==> src/rtl/aes_enc_loader.sv <==
// aes_enc_loader: collects 32-bit host words into the cipher key and the
// plaintext block and hands them to aes_enc with one-cycle dv pulses,
// sequenced against the busy_exp / busy_enc handshakes.
module aes_enc_loader #(
  parameter int GUARD_CYC = 2
) (
  input  logic         mclk,
  input  logic         rst,
  input  logic         wr_en,
  input  logic         wr_sel,
  input  logic [31:0]  wr_data,
  input  logic [1:0]   key_len,
  output logic         wr_ready,
  output logic         wr_err,
  output logic         key_loaded,
  output logic         keylength128,
  output logic         keylength192,
  output logic         keylength256,
  output logic [0:255] cipherkey,
  output logic         cipherkey_dv,
  output logic [0:127] plaintext,
  output logic         plaintext_dv,
  input  logic         busy_exp,
  input  logic         busy_enc
);

  typedef enum logic [2:0] {
    IDLE     = 3'd0,
    KEY_DV   = 3'd1,
    KEY_WAIT = 3'd2,
    PT_DV    = 3'd3,
    PT_WAIT  = 3'd4
  } state_t;

  localparam logic [2:0] GUARD_INIT = 3'(GUARD_CYC);

  // Number of 32-bit words making up a key of the given length code.
  function automatic logic [3:0] key_words(input logic [1:0] kl);
    logic [3:0] n;
    case (kl)
      2'b00:   n = 4'd4;
      2'b01:   n = 4'd6;
      2'b10:   n = 4'd8;
      default: n = 4'd4;
    endcase
    return n;
  endfunction

  state_t       state_r;
  state_t       state_s;
  logic [3:0]   key_cnt_r;
  logic [2:0]   pt_cnt_r;
  logic [1:0]   klen_r;
  logic [2:0]   guard_r;
  logic [255:0] cipherkey_r;
  logic [127:0] plaintext_r;
  logic         key_loaded_r;
  logic         wr_err_r;
  logic         ck_dv_r;
  logic         pt_dv_r;
  logic [2:0]   klen_oh_r;

  logic [3:0]   key_n_s;
  logic         idle_s;
  logic         key_full_s;
  logic         pt_full_s;
  logic         wr_ready_s;
  logic         wr_fire_s;
  logic         key_wr_s;
  logic         pt_wr_s;
  logic         rej_s;
  logic         key_done_s;
  logic         pt_done_s;

  // Write acceptance, rejection and buffer-complete lookahead.
  always_comb begin
    key_n_s    = key_words(klen_r);
    idle_s     = (state_r == IDLE);
    key_full_s = (key_cnt_r == key_n_s);
    pt_full_s  = (pt_cnt_r == 3'd4);
    wr_ready_s = idle_s && (wr_sel ? !pt_full_s : !key_full_s);
    wr_fire_s  = wr_en && wr_ready_s;
    key_wr_s   = wr_fire_s && !wr_sel && !((key_cnt_r == 4'd0) && (key_len == 2'b11));
    pt_wr_s    = wr_fire_s && wr_sel && key_loaded_r;
    rej_s      = wr_fire_s && !key_wr_s && !pt_wr_s;
    // A buffer counts as complete in the very cycle its last word is written,
    // so the dv pulse follows the final accepted word by one cycle.
    key_done_s = key_full_s || (key_wr_s && ((key_cnt_r + 4'd1) == key_n_s));
    pt_done_s  = pt_full_s || (pt_wr_s && (pt_cnt_r == 3'd3));
  end

  // Next-state selection; a complete key always takes priority over plaintext.
  always_comb begin
    state_s = state_r;
    case (state_r)
      IDLE: begin
        if (key_done_s && !busy_exp) begin
          state_s = KEY_DV;
        end else if (pt_done_s && key_loaded_r && !busy_enc) begin
          state_s = PT_DV;
        end else begin
          state_s = IDLE;
        end
      end
      KEY_DV: state_s = KEY_WAIT;
      KEY_WAIT: begin
        if ((guard_r == 3'd0) && !busy_exp) begin
          state_s = IDLE;
        end else begin
          state_s = KEY_WAIT;
        end
      end
      PT_DV: state_s = PT_WAIT;
      PT_WAIT: begin
        if ((guard_r == 3'd0) && !busy_enc) begin
          state_s = IDLE;
        end else begin
          state_s = PT_WAIT;
        end
      end
      default: state_s = IDLE;
    endcase
  end

  // State register and busy-ignore guard counter (armed during each dv cycle).
  always_ff @(posedge mclk) begin
    if (rst) begin
      state_r <= IDLE;
      guard_r <= 3'd0;
    end else begin
      state_r <= state_s;
      if ((state_r == KEY_DV) || (state_r == PT_DV)) begin
        guard_r <= GUARD_INIT;
      end else if (guard_r != 3'd0) begin
        guard_r <= guard_r - 3'd1;
      end
    end
  end

  // Word counters and data buffers; word i lands at bits [32i +: 32] from the MSB.
  always_ff @(posedge mclk) begin
    if (rst) begin
      key_cnt_r   <= 4'd0;
      pt_cnt_r    <= 3'd0;
      klen_r      <= 2'b00;
      cipherkey_r <= 256'd0;
      plaintext_r <= 128'd0;
    end else begin
      if (state_r == KEY_DV) begin
        key_cnt_r <= 4'd0;
      end else if (key_wr_s) begin
        key_cnt_r <= key_cnt_r + 4'd1;
        if (key_cnt_r == 4'd0) begin
          klen_r      <= key_len;
          cipherkey_r <= {wr_data, 224'd0};
        end else begin
          // {~i, 5'b11111} == 255 - 32*i: top bit of word slot i.
          cipherkey_r[{~key_cnt_r[2:0], 5'b11111} -: 32] <= wr_data;
        end
      end
      if (state_r == PT_DV) begin
        pt_cnt_r <= 3'd0;
      end else if (pt_wr_s) begin
        pt_cnt_r <= pt_cnt_r + 3'd1;
        plaintext_r[{~pt_cnt_r[1:0], 5'b11111} -: 32] <= wr_data;
      end
    end
  end

  // Registered handshake outputs: dv pulses, error pulse, key status and length.
  always_ff @(posedge mclk) begin
    if (rst) begin
      ck_dv_r      <= 1'b0;
      pt_dv_r      <= 1'b0;
      wr_err_r     <= 1'b0;
      key_loaded_r <= 1'b0;
      klen_oh_r    <= 3'b000;
    end else begin
      ck_dv_r  <= (state_s == KEY_DV);
      pt_dv_r  <= (state_s == PT_DV);
      wr_err_r <= rej_s;
      if (state_s == KEY_DV) begin
        key_loaded_r <= 1'b0;
        klen_oh_r    <= {klen_r == 2'b00, klen_r == 2'b01, klen_r == 2'b10};
      end else if ((state_r == KEY_WAIT) && (state_s == IDLE)) begin
        key_loaded_r <= 1'b1;
      end
    end
  end

  assign wr_ready     = wr_ready_s;
  assign wr_err       = wr_err_r;
  assign key_loaded   = key_loaded_r;
  assign keylength128 = klen_oh_r[2];
  assign keylength192 = klen_oh_r[1];
  assign keylength256 = klen_oh_r[0];
  assign cipherkey    = cipherkey_r;
  assign cipherkey_dv = ck_dv_r;
  assign plaintext    = plaintext_r;
  assign plaintext_dv = pt_dv_r;

endmodule

==> config.mk <==
export PLATFORM = sky130hd
export DESIGN_NAME = aes_enc_loader
export DESIGN_NICKNAME = d
export VERILOG_FILES = /design/src/rtl/aes_enc_loader.sv
export SDC_FILE = /design/constraint.sdc
export NUM_CORES = 1
export LEC_CHECK = 0
export ABC_AREA = 1
export CAP_MARGIN = 20
export CORE_MARGIN = 2
export CORE_UTILIZATION = 40
export DETAILED_ROUTE_END_ITERATION = 7
export GPL_TIMING_DRIVEN = 0
export PLACE_DENSITY = 0.73
export SYNTH_ARGS = -nofsm -noshare
export SYNTH_HDL_FRONTEND = slang
export SYNTH_SLANG_ARGS = --single-unit
==> constraint.sdc <==
create_clock -name mclk -period 3.7 [get_ports mclk]
set_clock_uncertainty 0.05 [all_clocks]
set_input_delay 0.74 -clock mclk [delete_from_list [all_inputs] [get_ports mclk]]
set_output_delay 0.74 -clock mclk [all_outputs]
set_load 0.1 [all_outputs]
; ---- Word level (Yosys, flattened, before mapping)
; Index checks and enable logic that the tools add are counted.
[word_totals]
ff_bits = 406
latch_bits = 0
ram_bits = 0
mem_bits_ro = 0
input_bits = 40
wordCells = 93
memories = 0
[classes]
n_addsub = 5
multipliers = 0
n_div = 0
magnitude_cmp = 0
eq_ne = 13
shifts = 4
mux = 12
bitwise = 4
n_reduce_logical = 42
[ops]
columns = cell, count
row1 = "variable shift 32 x 10 -> 287 bit, first input constant", 1
row2 = variable part select 32 x 10 -> 287 bit, 1
row3 = bitwise mux 256 bit, 1
row4 = 2-to-1 mux 256 bit, 1
row5 = "variable shift 32 x 9 -> 159 bit, first input constant", 1
row6 = variable part select 32 x 9 -> 159 bit, 1
row7 = bitwise mux 128 bit, 1
row8 = logical AND 1 bit, 17
row9 = one-hot mux 3 bit (5 select lines), 1
row10 = "equality test 3 x 2 -> 1 bit, second input constant", 4
row11 = 2-to-1 mux 2 bit, 5
row12 = negation 8 -> 10 bit, 1
row13 = logical NOT 3 bit, 3
row14 = negation 7 -> 9 bit, 1
row15 = equality test 4 bit, 2
row16 = logical NOT 1 bit, 8
row17 = one-hot mux 4 bit (2 select lines), 1
row18 = OR reduction 2 bit, 4
row19 = "equality test 3 x 1 -> 1 bit, second input constant", 2
row20 = "equality test 3 bit, second input constant", 2
row21 = "adder 4 x 1 -> 4 bit, second input constant", 1
row22 = "equality test 2 bit, second input constant", 2
row23 = logical NOT 4 bit, 1
row24 = AND reduction 2 bit, 2
row25 = 13 further kinds, 16

; ---- Depth between registers and ports, before layout
; Gate-level depths: netlist (run 1).
[logic_depth]
ltp_word = 18
mapped_depth = 16
ltp_nobuf = 14

; ---- Least setup slack after synthesis (run 1)
; Ideal clock, no wire load.
[synth_path]
kind = register -> output
from = register pt_cnt_r[0]
to = output port wr_ready
arrival_time_ps = 1872
required_ps = 2910
setup_slack_ps = 1038
path_stages_with_launch = 9
path_buffers = 1
path_cell_list = dfxtp_1 -> inv_1 -> clkbuf_1 -> ha_1 -> nand2_1 -> inv_1 -> a21oi_2 -> nand2_1 -> inv_1
[synth_via]
elab_chain_len = 4
[synth_lines]
columns = element, line_no
row1 = "start, declared", 52  ; logic [2:0] pt_cnt_r;
row2 = "start signal, assigned", 164  ; pt_cnt_r <= pt_cnt_r + 3'd1;
row3 = equality test 3 bit, 80  ; pt_full_s = (pt_cnt_r == 3'd4);
row4 = logical NOT 1 bit, 81  ; wr_ready_s = idle_s && (wr_sel ? !pt_full_s : !key_full_s);
row5 = 2-to-1 mux 1 bit, 81
row6 = logical AND 1 bit, 81
row7 = "end, declared", 13  ; output logic wr_ready,
; Every way passes these cells.

; ---- Final worst setup path (run 1)
; Same ends and word-level chain as after synthesis.

==> impl_metrics.py, run 1 <==
metrics = {
    "status": {
        "status": "finished clean",
    },
    "worst_setup_path": {
        "path_common_cell": "inv_1",
        "worst-path-buf-inv": 5,
        "path_max_fanout": 11,
        "slowest_stage": "buf_2",
        "critPathArrivalTime_ps": 2710,
        "crit_type": "register to output pin",
        "crit_family": "buffers and inverters",
        "cp-start-kind": "register",
        "max_stage_delay_ps": 450,
        "cp.required_ps": 2910,
        "worstPathCellList": "inv_1 -> clkbuf_1 -> ha_1 -> nand2_1 -> inv_1 -> a21oi_2 -> nand2_1 -> inv_1 -> buf_2",
        "end_kind": "output pin",
    },
    "power_and_ir_drop": {
        "leakagePower_nw": 8.76,
        "p_per_area_nw_per_um2": 582,
        "total_power_w": 0.0132,
        "irDropWorstVdd_uv": 394,
    },
    "cts": {
        "cts_buffers": 44,
        "htreeDepth": 2,
        "cts_tree": "yes",
        "clkTransAtPathRegs_ps": 60,
        "clock_latency_ps": 590,
        "cts_max_path_buffers": 3,
        "cts_hold_buf": 0,
        "clock-sinks": 406,
        "post_cts_buffers": 0,
        "cts-root-buf": "clkbuf_16",
    },
    "die": {
        "core_um2": 39900,
        "initial_core_util": 0.407,
        "rows": 73,
        "boundaryPins": 432,
        "die_h_um": 205,
        "dieArea_um2": 42200,
        "dieWidth_um": 205,
    },
    "synthesis": {
        "syn_area_um2": 16200,
        "synth_nets": 2166,
        "synthFlopType": "dfxtp_1",
        "postSynthAreaPerCell_um2": 7.68,
        "synth_top_area_share": 0.501,
        "syn_inst": 2114,
        "synth-seq-area-share": 0.501,
        "yosys.cell_count.top_type": "dfxtp_1",
        "synth_commonest_cells": "dfxtp_1 (406), a21oi_1 (394), nor2_1 (316), o21ai_0 (217), nand2_1 (183)",
        "ys_ff_latch": 406,
        "synth_top_area_cell": "dfxtp_1",
        "synth-edff-count": 0,
        "synth.area.top_cells": "dfxtp_1 (50%), a21oi_1 (12%), nor2_1 (7.3%)",
        "yosys_warnings": 0,
        "async_flop_share": 0,
        "synth_cell_types": 28,
    },
    "job": {
        "max_cap_viol_count": 0,
    },
    "sta": {
        "period_needed_ps": 3500,
        "max_clock_freq_mhz": 286,
        "worst_slack_ps": 204,
        "rsz0062_at_grt": "false",
        "post-route-period-util": 0.945,
        "finalHoldViolCount": 0,
        "max_slew_margin": 0.204,
        "setup_viol": 0,
        "slew_violations": 0,
        "worstMarginPinSlew_ps": 1190,
        "tns_ps": 0,
    },
    "drt": {
        "viasPerCell": 5.60,
        "totalWireLength_um": 69300,
        "vias": 17650,
        "drt_iter0_drc": 1470,
        "drtAntennaViolNets": 0,
        "firstDrtPassIters": 8,
        "drc": 0,
        "routedWlPerCell_um": 22.0,
    },
    "global_routing": {
        "track_usage": 0.319,
        "antenna_found_initial": 1,
        "grt_pass1_vias": 16958,
        "grt_max_degree": 14,
        "grt-ovfl-total": 0,
        "grt_pass1_wl_um": 102000,
    },
    "placement": {
        "dp.final_hpwl_um": 52900,
        "preCtsSetupSlack_ps": 31.7,
        "dpl_cell_area_um2": 21200,
        "numPortBuffers": 430,
        "gp_congestion": 0.940,
        "placedCellCount": 3070,
    },
    "hold_path": {
        "min_path_type": "register to register",
    },
    "cells_and_area": {
        "antennaDiodeCount": 0,
        "stdcell_area_um2": 22700,
        "fin_nets": 2643,
        "syn2layout_area_growth_pct": 39.8,
        "drive_gt1_frac": 0.0556,
        "fin_cells": 3149,
    },
}
metal layers:
layer | track usage | part of all wire
met3 | 0.101 | 0.11
met2 | 0.532 | 0.46
met4 | 0.136 | 0.041
met5 | 0 | 0.00017
met1 | 0.376 | 0.39
cells by family (layout without fill, tap and decap cells):
logic type / count (synthesis) / after routing / synth area share
fa+ha+maj: 12 / 12 / 0.00925
buf+inv: 279 / 789 / 0.0687
simple gates: 720 / 720 / 0.196
flops: 406 / 406 / 0.501
compound gates: 697 / 697 / 0.225
registers in the layout, indices dropped and copies added, names as in the netlist:
| register | flops |
|---|---|
| guard_r | 3 |
| plaintext_dv | 1 |
| klen_r | 2 |
| cipherkey | 256 |
| state_r | 3 |
| key_cnt_r | 4 |
| key_loaded | 1 |
| cipherkey_dv | 1 |
| wr_err | 1 |
| klen_oh_r | 3 |
| plaintext | 128 |
| pt_cnt_r | 3 |
cell usage in the layout, fill, tap and decap left out, types with 29 or more instances in the layout:
| master | netlist | routed |
|---|---|---|
| a21oi_1 | 394 | 394 |
| nor2_1 | 316 | 316 |
| buf_2 | 46 | 47 |
| clkdlybuf4s50_1 | 0 | 429 |
| o211a_1 | 29 | 29 |
| clkbuf_16 | 0 | 44 |
| dfxtp_1 | 406 | 406 |
| nand2_1 | 183 | 183 |
| clkbuf_1 | 128 | 138 |
| nand4_1 | 130 | 130 |
| nor3_1 | 38 | 38 |
| o21ai_0 | 217 | 217 |
| o21ai_1 | 49 | 49 |
| nand3_1 | 41 | 41 |
| inv_1 | 71 | 71 |
worst register-to-register path: stages (launching register included):
cell	delay (ps)
dfxtp_1	410
inv_2	120
clkbuf_1	290
ha_1	330
nand2_2	140
nor2_1	70
nand3_1	90
nand2_1	60
inv_2	80
nand4_4	230
nor2_1	480
inv_1	270
clkbuf_1	310
a21oi_1	220
nor2_1	60
final cells by class:
type	instances	area, µm²
buffer	193	790
fill	3634	17200
multi-input combinational	1429	6980
sequential	406	8130
inverter	85	322
clock buffer	68	1320
tap	525	657
timing repair buffer	432	4340
clock inverter	11	141
per-stage QoR:
step / hold WS (ps) / utilization
final: 409 / 0.568
after global routing: 426 / 0.568
after CTS: 407 / 0.568
after detailed placement: 395 / 0.531
after global placement: 395 / 0.531
after floorplan: 412 / -
what timing repair did:
action	in CTS	in global routing
resized for setup	3	2
setup endpoints to repair	1	3
pin swaps	0	0
worst paths after layout:
kind | startpoint | to | slack (ps) | depth (start not counted)
setup / recovery | pt_cnt_r[0]$_SDFFE_PP0N_ | wr_ready | 200 | 9
hold / removal | klen_oh_r[0]$_SDFFE_PP0N_ | klen_oh_r[0]$_SDFFE_PP0N_ | 410 | 2
setup reg to reg | key_cnt_r[0]$_SDFFE_PP0P_ | cipherkey[210]$_SDFFE_PP0P_ | 410 | 14
hold reg to reg | klen_oh_r[0]$_SDFFE_PP0N_ | klen_oh_r[0]$_SDFFE_PP0N_ | 410 | 2
report_power, final:
part	internal, W	leakage [nW]	switching (W)
combinational	0.000818	4.74	0.00306
clock	0.00260	0.717	0.00185
sequential	0.00467	3.30	0.000204
total	0.00809	8.76	0.00512
(Power assumes the default switching activity.)
==> inputs of run 2 (changes only) <==
- GPL_ROUTABILITY_DRIVEN: default -> 0
- SETUP_SLACK_MARGIN: default -> 0.1
==> run 2 against run 1 <==
Sequential power hardly changed. Non-clock buffer count stayed put. Total power is 0.32% higher. Highest routed layer is now met4. Flip-flop and latch count stayed put. Die area stayed put. Critical path depth stayed put. Largest power group unchanged. Final cell count hardly changed.
==> impl_metrics.py, run 2 (synthesis results as in run 1) <==
metrics = {
    "sta": {
        "setup_viol": 0,
        "worstMarginPinSlew_ps": 1180,
        "slew_violations": 0,
        "whs_ps": 410,
        "finalHoldViolCount": 0,
        "max_slew_margin": 0.210,
        "period_needed_ps": 3410,
        "max_clock_freq_mhz": 293,
        "rsz0062_at_grt": "false",
        "post-route-period-util": 0.922,
        "tns_ps": 0,
    },
    "global_routing": {
        "grt-ovfl-total": 0,
        "track_usage": 0.319,
        "grt_max_degree": 14,
        "antenna_found_initial": 0,
        "grt_pass1_vias": 17187,
        "grt_pass1_wl_um": 102000,
    },
    "drt": {
        "firstDrtPassIters": 6,
        "met1_length_um": 26400,
        "drt_iter0_drc": 1611,
        "routed-wl-met3_um": 7780,
        "drc": 0,
        "totalWireLength_um": 69100,
        "dr_wl_met2_um": 32200,
        "vias": 17629,
        "highest_layer": "met4",
        "viasPerCell": 5.60,
        "drtAntennaViolNets": 0,
        "routedWlPerCell_um": 22.0,
    },
    "hold_path": {
        "holdPathEnd": "klen_oh_r[1]$_SDFFE_PP0N_",
        "hp-start": "klen_oh_r[1]$_SDFFE_PP0N_",
        "min_path_cells": 2,
        "min_path_type": "register to register",
    },
    "power_and_ir_drop": {
        "irDropWorstVdd_uv": 463,
        "clockPowerShare": 0.339,
        "pwr-share-comb": 0.293,
        "p_switching_w": 0.00513,
        "intPower_w": 0.00811,
        "p_per_area_nw_per_um2": 585,
        "leakagePower_nw": 8.75,
        "p_seq_frac": 0.368,
        "sw_frac_of_total": 0.388,
    },
    "cts": {
        "clock-sinks": 406,
        "cts-root-buf": "clkbuf_16",
        "cts_buffers": 44,
        "cts_tree": "yes",
        "post_cts_buffers": 0,
        "clkTransAtPathRegs_ps": 60,
        "clock_latency_ps": 580,
        "cts_max_path_buffers": 3,
        "cts_hold_buf": 0,
        "htreeDepth": 2,
    },
    "placement": {
        "numPortBuffers": 430,
        "dp.final_hpwl_um": 52800,
        "placedCellCount": 3070,
    },
    "cells_and_area": {
        "antennaDiodeCount": 0,
        "fin_nets": 2643,
        "largest_register_ffs": 256,
        "drive_gt1_frac": 0.0564,
        "fin_cells": 3148,
        "final_cell_mix": "clkdlybuf4s50_1 (429), dfxtp_1 (406), a21oi_1 (394), nor2_1 (315), o21ai_0 (217)",
        "finish.utilization": 0.568,
        "final_common_cell": "clkdlybuf4s50_1",
        "syn2layout_area_growth_pct": 39.7,
    },
    "die": {
        "rows": 73,
        "initial_core_util": 0.407,
        "die_h_um": 205,
        "core_um2": 39900,
        "boundaryPins": 432,
        "dieArea_um2": 42200,
        "dieWidth_um": 205,
    },
    "worst_setup_path": {
        "end_kind": "output pin",
        "crit_type": "register to output pin",
        "r2r-end": "cipherkey[92]$_SDFFE_PP0P_",
        "worst-r2r-setup-slack_ps": 460,
        "cp.required_ps": 2910,
        "r2r_start": "key_cnt_r[1]$_SDFFE_PP0P_",
        "critPathArrivalTime_ps": 2620,
        "cp-start-kind": "register",
        "reg2regPathDepth": 16,
        "path_max_fanout": 11,
    },
    "status": {
        "status": "finished clean",
    },
    "job": {
        "max_cap_viol_count": 0,
    },
}
==> run 2: cell count changes in the layout (fill, tap and decap cells not counted), sizes merged <==
cell      previous run  this run
clkinvlp             1         2
inv                 85        86
buf                 69        67
clkinv               8        11
clkbuf             195       189
bufinv               2         4
==> run 2: cell type report <==
type	instances	area, µm²
Tap cell	525	657
Timing Repair Buffer	431	4320
Multi-Input combinational cell	1429	6990
Fill cell	3634	17300
Sequential cell	406	8130
Clock inverter	18	214
Buffer	194	793
Clock buffer	60	1240
Inverter	85	322
==> run 2: layer usage <==
| layer | track usage | up-vias |
|---|---|---|
| met5 | 0 | - |
| met4 | 0.135 | 0 |
| met3 | 0.0965 | 178 |
| met2 | 0.543 | 956 |
| met1 | 0.371 | 8277 |
| li1 | - | 8218 |
==> run 2: how the worst max path moves through the flow <==
stage,slack [ps],startpoint,end,cells past startpoint
after global placement,50,wr_sel,wr_ready,6
after detailed placement,30,wr_sel,wr_ready,5
after floorplan,1040,pt_cnt_r[0]$_SDFFE_PP0N_,wr_ready,8
after global routing,170,pt_cnt_r[0]$_SDFFE_PP0N_,wr_ready,9
final,290,pt_cnt_r[0]$_SDFFE_PP0N_,wr_ready,9
after CTS,210,pt_cnt_r[0]$_SDFFE_PP0N_,wr_ready,9
==> run 2: power groups by stage <==
stage	clock, W	combinational, W	sequential [W]
6_report	0.00450	0.00388	0.00487
3_3_place_gp	0	0.00381	0.00494
2_1_floorplan	0	0.000852	0.00686
4_1_cts	0.00452	0.00386	0.00486
5_1_grt	0.00469	0.00405	0.00489
3_5_place_dp	0	0.00384	0.00495
==> run 2: repair_timing <==
item                       4_1_cts  5_1_grt
pin swaps                        0        0
resized for setup                5        2
setup endpoints to repair        1        3
==> run 2: stage by stage <==
stage	instance area (µm²)	worst slack (ps)	power (W)
after floorplan	16200	1040	0.00771
after global placement	21200	52.4	0.00875
after detailed placement	21200	29.1	0.00878
after CTS	22700	212	0.0132
after global routing	22700	174	0.0136
final	22700	287	0.0132
==> run 2: worst max-delay path, stage by stage (launching register included) <==
cell and delay, ps:
dfxtp_1 390, inv_1 100, clkbuf_1 270, ha_1 320
nand2_1 80, inv_1 80, a21oi_2 250, nand2_1 90
inv_1 110, clkbuf_4 340
==> inputs of run 3 (changes only) <==
- CORE_MARGIN: 2 -> default
==> run 3 against run 2 <==
Register-to-register slack got worse by 20 ps. Sequential power barely moved. Critical path type unchanged. Die area fell by 1.9%.
==> impl_metrics.py, run 3 (synthesis results as in run 1) <==
metrics = {
    "worst_setup_path": {
        "path_max_fanout": 11,
        "critPathArrivalTime_ps": 2610,
        "path_common_cell": "inv_1",
        "end_kind": "output pin",
        "r2r_start": "key_cnt_r[1]$_SDFFE_PP0P_",
        "worstPathCellList": "inv_1 -> clkbuf_1 -> ha_1 -> nand2_1 -> inv_1 -> a21oi_2 -> nand2_1 -> inv_1 -> clkbuf_4",
        "slowest_stage": "dfxtp_1",
        "endpoint": "wr_ready",
        "crit_type": "register to output pin",
        "reg2regPathDepth": 14,
        "cp-startpoint": "pt_cnt_r[0]$_SDFFE_PP0N_",
        "cp-start-kind": "register",
        "max_stage_delay_ps": 390,
        "worst-r2r-setup-slack_ps": 440,
        "cp.required_ps": 2910,
        "r2r-end": "cipherkey[49]$_SDFFE_PP0P_",
    },
    "cts": {
        "clock-sinks": 406,
        "htreeDepth": 2,
        "cts_tree": "yes",
        "cts_buffers": 45,
        "clock_latency_ps": 580,
        "cts-root-buf": "clkbuf_16",
        "clkTransAtPathRegs_ps": 60,
        "cts_max_path_buffers": 3,
        "cts_hold_buf": 0,
    },
    "cells_and_area": {
        "final_common_cell": "clkdlybuf4s50_1",
        "drive_gt1_frac": 0.0564,
        "syn2layout_area_growth_pct": 39.6,
        "antennaDiodeCount": 0,
        "fin_nets": 2643,
        "regArea_um2": 8130,
        "multiInputGateArea_um2": 6990,
        "final_cell_mix": "clkdlybuf4s50_1 (429), dfxtp_1 (406), a21oi_1 (394), nor2_1 (315), o21ai_0 (217)",
        "largest_register_ffs": 256,
        "num-fill-cells": 3620,
    },
    "sta": {
        "rsz0062_at_grt": "false",
        "finalHoldViolCount": 0,
        "whs_ps": 397,
        "tns_ps": 0,
        "max_clock_freq_mhz": 294,
        "setup_viol": 0,
        "post-route-period-util": 0.920,
        "slew_violations": 0,
        "worstMarginPinSlew_ps": 1180,
        "max_slew_margin": 0.208,
        "period_needed_ps": 3400,
    },
    "drt": {
        "drtAntennaViolNets": 0,
        "totalWireLength_um": 68000,
        "drc": 0,
        "vias": 17562,
        "firstDrtPassIters": 5,
        "routedWlPerCell_um": 21.6,
        "drt_iter0_drc": 1409,
        "viasPerCell": 5.58,
    },
    "die": {
        "dieWidth_um": 203,
        "initial_core_util": 0.407,
        "dieArea_um2": 41400,
        "core_um2": 39900,
        "die_h_um": 203,
        "boundaryPins": 432,
        "rows": 73,
    },
    "power_and_ir_drop": {
        "irDropWorstVdd_uv": 437,
        "p_per_area_nw_per_um2": 586,
        "leakagePower_nw": 8.74,
    },
    "hold_path": {
        "min_path_type": "register to register",
        "hp-start": "klen_oh_r[0]$_SDFFE_PP0N_",
    },
    "global_routing": {
        "track_usage": 0.320,
        "grt_max_degree": 15,
        "grt_pass1_wl_um": 101000,
        "grt_pass1_vias": 16776,
        "grt-ovfl-total": 0,
        "antenna_found_initial": 0,
    },
    "placement": {
        "dp.final_hpwl_um": 51800,
        "numPortBuffers": 430,
    },
    "status": {
        "status": "finished clean",
    },
    "job": {
        "max_cap_viol_count": 0,
    },
}
==> run 3: critical path, delay by kind of cell, from the launching register on <==
family,cells,cell delay (ps)
buffers and inverters,5,910
DFF,1,390
AOI/OAI and AO/OA,1,240
adders and majority gates,1,330
and+or+nand+nor,2,170
==> run 3: worst min-delay path by stage <==
stage                                 to  slack, ps  depth (start not counted)
2_1_floorplan    guard_r[0]$_SDFFE_PP0P_        410                          2
3_3_place_gp   klen_oh_r[0]$_SDFFE_PP0N_        380                          2
3_5_place_dp   klen_oh_r[1]$_SDFFE_PP0N_        390                          2
4_1_cts        klen_oh_r[1]$_SDFFE_PP0N_        400                          2
5_1_grt        klen_oh_r[1]$_SDFFE_PP0N_        420                          2
6_report       klen_oh_r[0]$_SDFFE_PP0N_        400                          2
==> run 3: what timing repair did <==
item / CTS / global route
setup buffers: 0 / 0
gates resized for setup: 4 / 3
setup endpoints to repair: 1 / 2
==> run 3: report_power, final <==
group	internal (W)	total, W	switching [W]
sequential	0.00467	0.00486	0.000194
clock	0.00266	0.00454	0.00188
combinational	0.000812	0.00388	0.00307
total	0.00814	0.0133	0.00514
==> run 3: per-layer routing <==
layer / global-route usage / wire length [µm] / up-vias
met2: 0.537 / 31600 / 924
met4: 0.134 / 2750 / 0
met5: 0 / 0 / -
met1: 0.377 / 26400 / 8262
met3: 0.0994 / 7230 / 155
li1: - / - / 8221
==> run 3: cell type report <==
cell class	count	share of cell area
well taps	525	0.0290
clock buffers	61	0.0554
inverters	85	0.0142
clock inverters	19	0.00944
flip-flops and latches	406	0.359
repair buffers	430	0.190
plain buffers	194	0.0350
multi-input cells	1429	0.308
==> run 3: through the flow <==
| stage | total power, W | util | worst slack, ps | cells | area (µm²) |
|---|---|---|---|---|---|
| finish | 0.0133 | 0.568 | 298 | 3149 | 22700 |
| CTS | 0.0133 | 0.568 | 103 | 3149 | 22700 |
| global route | 0.0137 | 0.568 | 131 | 3149 | 22700 |
| floorplan | 0.00771 | - | 1040 | 2114 | 16200 |
| detailed placement | 0.00877 | 0.531 | 49.1 | 3069 | 21200 |
| global placement | 0.00874 | 0.531 | 53.9 | 3069 | 21200 |
==> edit (config.mk and constraints of run 1) <==
Re-encode `state_t` (5 states) as one-hot, 5 bits wide.
--- a/src/rtl/aes_enc_loader.sv
+++ b/src/rtl/aes_enc_loader.sv
@@ -25,10 +25,10 @@
 );
 
-  typedef enum logic [2:0] {
-    IDLE     = 3'd0,
-    KEY_DV   = 3'd1,
-    KEY_WAIT = 3'd2,
-    PT_DV    = 3'd3,
-    PT_WAIT  = 3'd4
+  typedef enum logic [4:0] {
+    IDLE     = 5'b00001,
+    KEY_DV   = 5'b00010,
+    KEY_WAIT = 5'b00100,
+    PT_DV    = 5'b01000,
+    PT_WAIT  = 5'b10000
   } state_t;
 
Behaviour: same outputs for any inputs over 4 cycles, from zero or initial values and one cycle with rst high; so few cycles prove little.
==> edit against run 1 <==
Sequential power shrank 5.5%; routed wire length grew 4.0%; die area grew 2.7%; cell area grew 2.6%; synthesized cell count grew 3.9%; register-to-register slack lost 0.06 ns; highest routed layer is now met4; total power shrank 14%; largest cell class unchanged; sequential share of layout area shrank 0.74 points; setup slack lost 0.0091 ns; critical endpoint unchanged; area after synthesis grew 2.7%; hold slack gained 0.0044 ns; sequential cell count grew 2.
==> edit: results (changes against run 1) <==
metric	value	unit	change
synth_top_flop_cell	dfxtp_1		
htreeDepth	2		unchanged
critPathArrivalTime	2.72	ns	about the same
slew-limit-headroom	22.3	%	+1.9 points
grt_usage	32.1	%	+0.18 points
rr_startpoint	key_cnt_r[1]		
ir_drop	0.000444	V	+13%
num_antenna_cells	0		unchanged
status	completed		
clk_latency	0.60	ns	
largest_register_ffs	256		unchanged
place_area	21700	um^2	+2.4%
cp_top_family	buffers and inverters		
nets	2727		+3.2%
wl_per_cell	22.2	um	+1.0%
preCtsSetupSlack	-0.132	ns	-0.163 ns
whs_path_depth	2		unchanged
gp_congestion	0.949		+1.0%
synthTopCellsByCount	a21oi_1 (420), dfxtp_1 (408), nand2_1 (244)		
cts_root_buffer	clkbuf_16		
hpwl	54.0	mm	+1.9%
hp-start	cipherkey[176]		
critPathMaxFanout	11		unchanged
fill_cells	3792		+4.3%
critPathMaxStageDelay	0.38	ns	-0.07 ns
place_inst	3161		+3.0%
reg2reg_depth	13		-1
whs_endpoint	cipherkey[176]		
reg2reg_to	cipherkey[164]		
antenna_found_initial	0		-1
clk_pin_slew	0.06	ns	about the same
crit_start	pt_cnt_r[0]		
port_buffers	430		unchanged
synth_cell_types	31		+11%
synth-seq-area-share	49.0	%	-1.1 points
synth_area_per_cell	7.59	um^2	-1.1%
p_leak	8.21	nW	-6.3%
grt_pass1_wl	107	mm	+4.9%
drt_iter0_drc	1905		+30%
hold_class	reg2reg		
grt_max_degree	14		unchanged
yosys_warnings	0		unchanged
slowest_stage	dfxtp_1		
layout-drive-gt1-share	6.16	%	+0.60 points
p_int	7.79	mW	-3.7%
timing.hold.ws	0.413	ns	+0.00437 ns
async_reset_ff_share	0	%	unchanged
avgViaCountPerCell	5.72		+2.1%
grt_pass1_vias	17900		+5.3%
numCtsBuffers	44		unchanged
yosys-top-cells-area	dfxtp_1 (49%), a21oi_1 (13%), o21ai_0 (6.5%)		
fin_setup_tns	0	ns	unchanged
first_pass_iters	8		unchanged
num_vias	18500		+5.1%
post_cts_buffers	0		unchanged
r2r_setup_slack	0.35	ns	-0.06 ns
-- edit: changes by cell type after synthesis, moves of 6 or more --
cell,change
nand4_1,+41
nand3_1,+76
buf_2,+9
nand2_1,+61
a21oi_1,+26
buf_4,+7
nand2_2,-6
o21ai_1,-28
o211a_1,-29
nor2_1,-95
-- edit: power groups by stage --
stage | combinational, mW | sequential [mW] | clock, mW
finish | 2.02 | 4.60 | 4.76
CTS | 1.99 | 4.60 | 4.78
detailed placement | 1.98 | 4.69 | 0
global placement | 1.97 | 4.69 | 0
floorplan | 0.639 | 5.43 | 0
global route | 2.12 | 4.61 | 4.95
-- edit: area by class of cell --
class / count / area, um^2 / share of cell area, %
clock inverter: 20 / 287 / 1.23
clock buffer: 60 / 1270 / 5.46
timing repair buffer: 433 / 4380 / 18.8
multi-input combinational: 1494 / 7280 / 31.3
buffer: 211 / 903 / 3.88
tap: 532 / 666 / 2.86
sequential: 408 / 8170 / 35.1
inverter: 83 / 314 / 1.35
-- edit: tightest hold or removal path, cell delays in order (launching register included) --
cell and delay [ns]:
dfxtp_1 0.31, nand2_1 0.06, a21oi_1 0.05
-- edit: timing repair --
action | in CTS | in global routing
endpoints found under the setup margin | 1 | 5
pin swaps | 0 | 0
gates resized for setup | 4 | 4
-- edit: worst max path at each step --
stage / endpoint / slack [ns] / cells after the start
after CTS: wr_ready / 0.003 / 8
after detailed placement: wr_ready / -0.13 / 6
after global routing: wr_ready / 0.08 / 8
after floorplan: wr_ready / 0.90 / 7
final: wr_ready / 0.19 / 8
after global placement: wr_ready / -0.1 / 6
-- edit: logic make-up after synthesis --
logic type	Yosys count	synth area share, %
xor gates and xnor gates	1	0.0526
AOI/OAI and AO/OA	671	20.3
adders and majority gates	12	0.901
DFF	408	49.0
buffers and inverters	294	7.30
and+or+nand+nor	810	22.4
-- edit: layer usage --
metal	vias to the layer above	track usage (%)	part of all wire (%)
met5	-	0	0
met4	0	16.7	5.8
met3	219	8.83	12
met2	1054	52.3	45
met1	8697	38.7	38
li1	8577	-	-
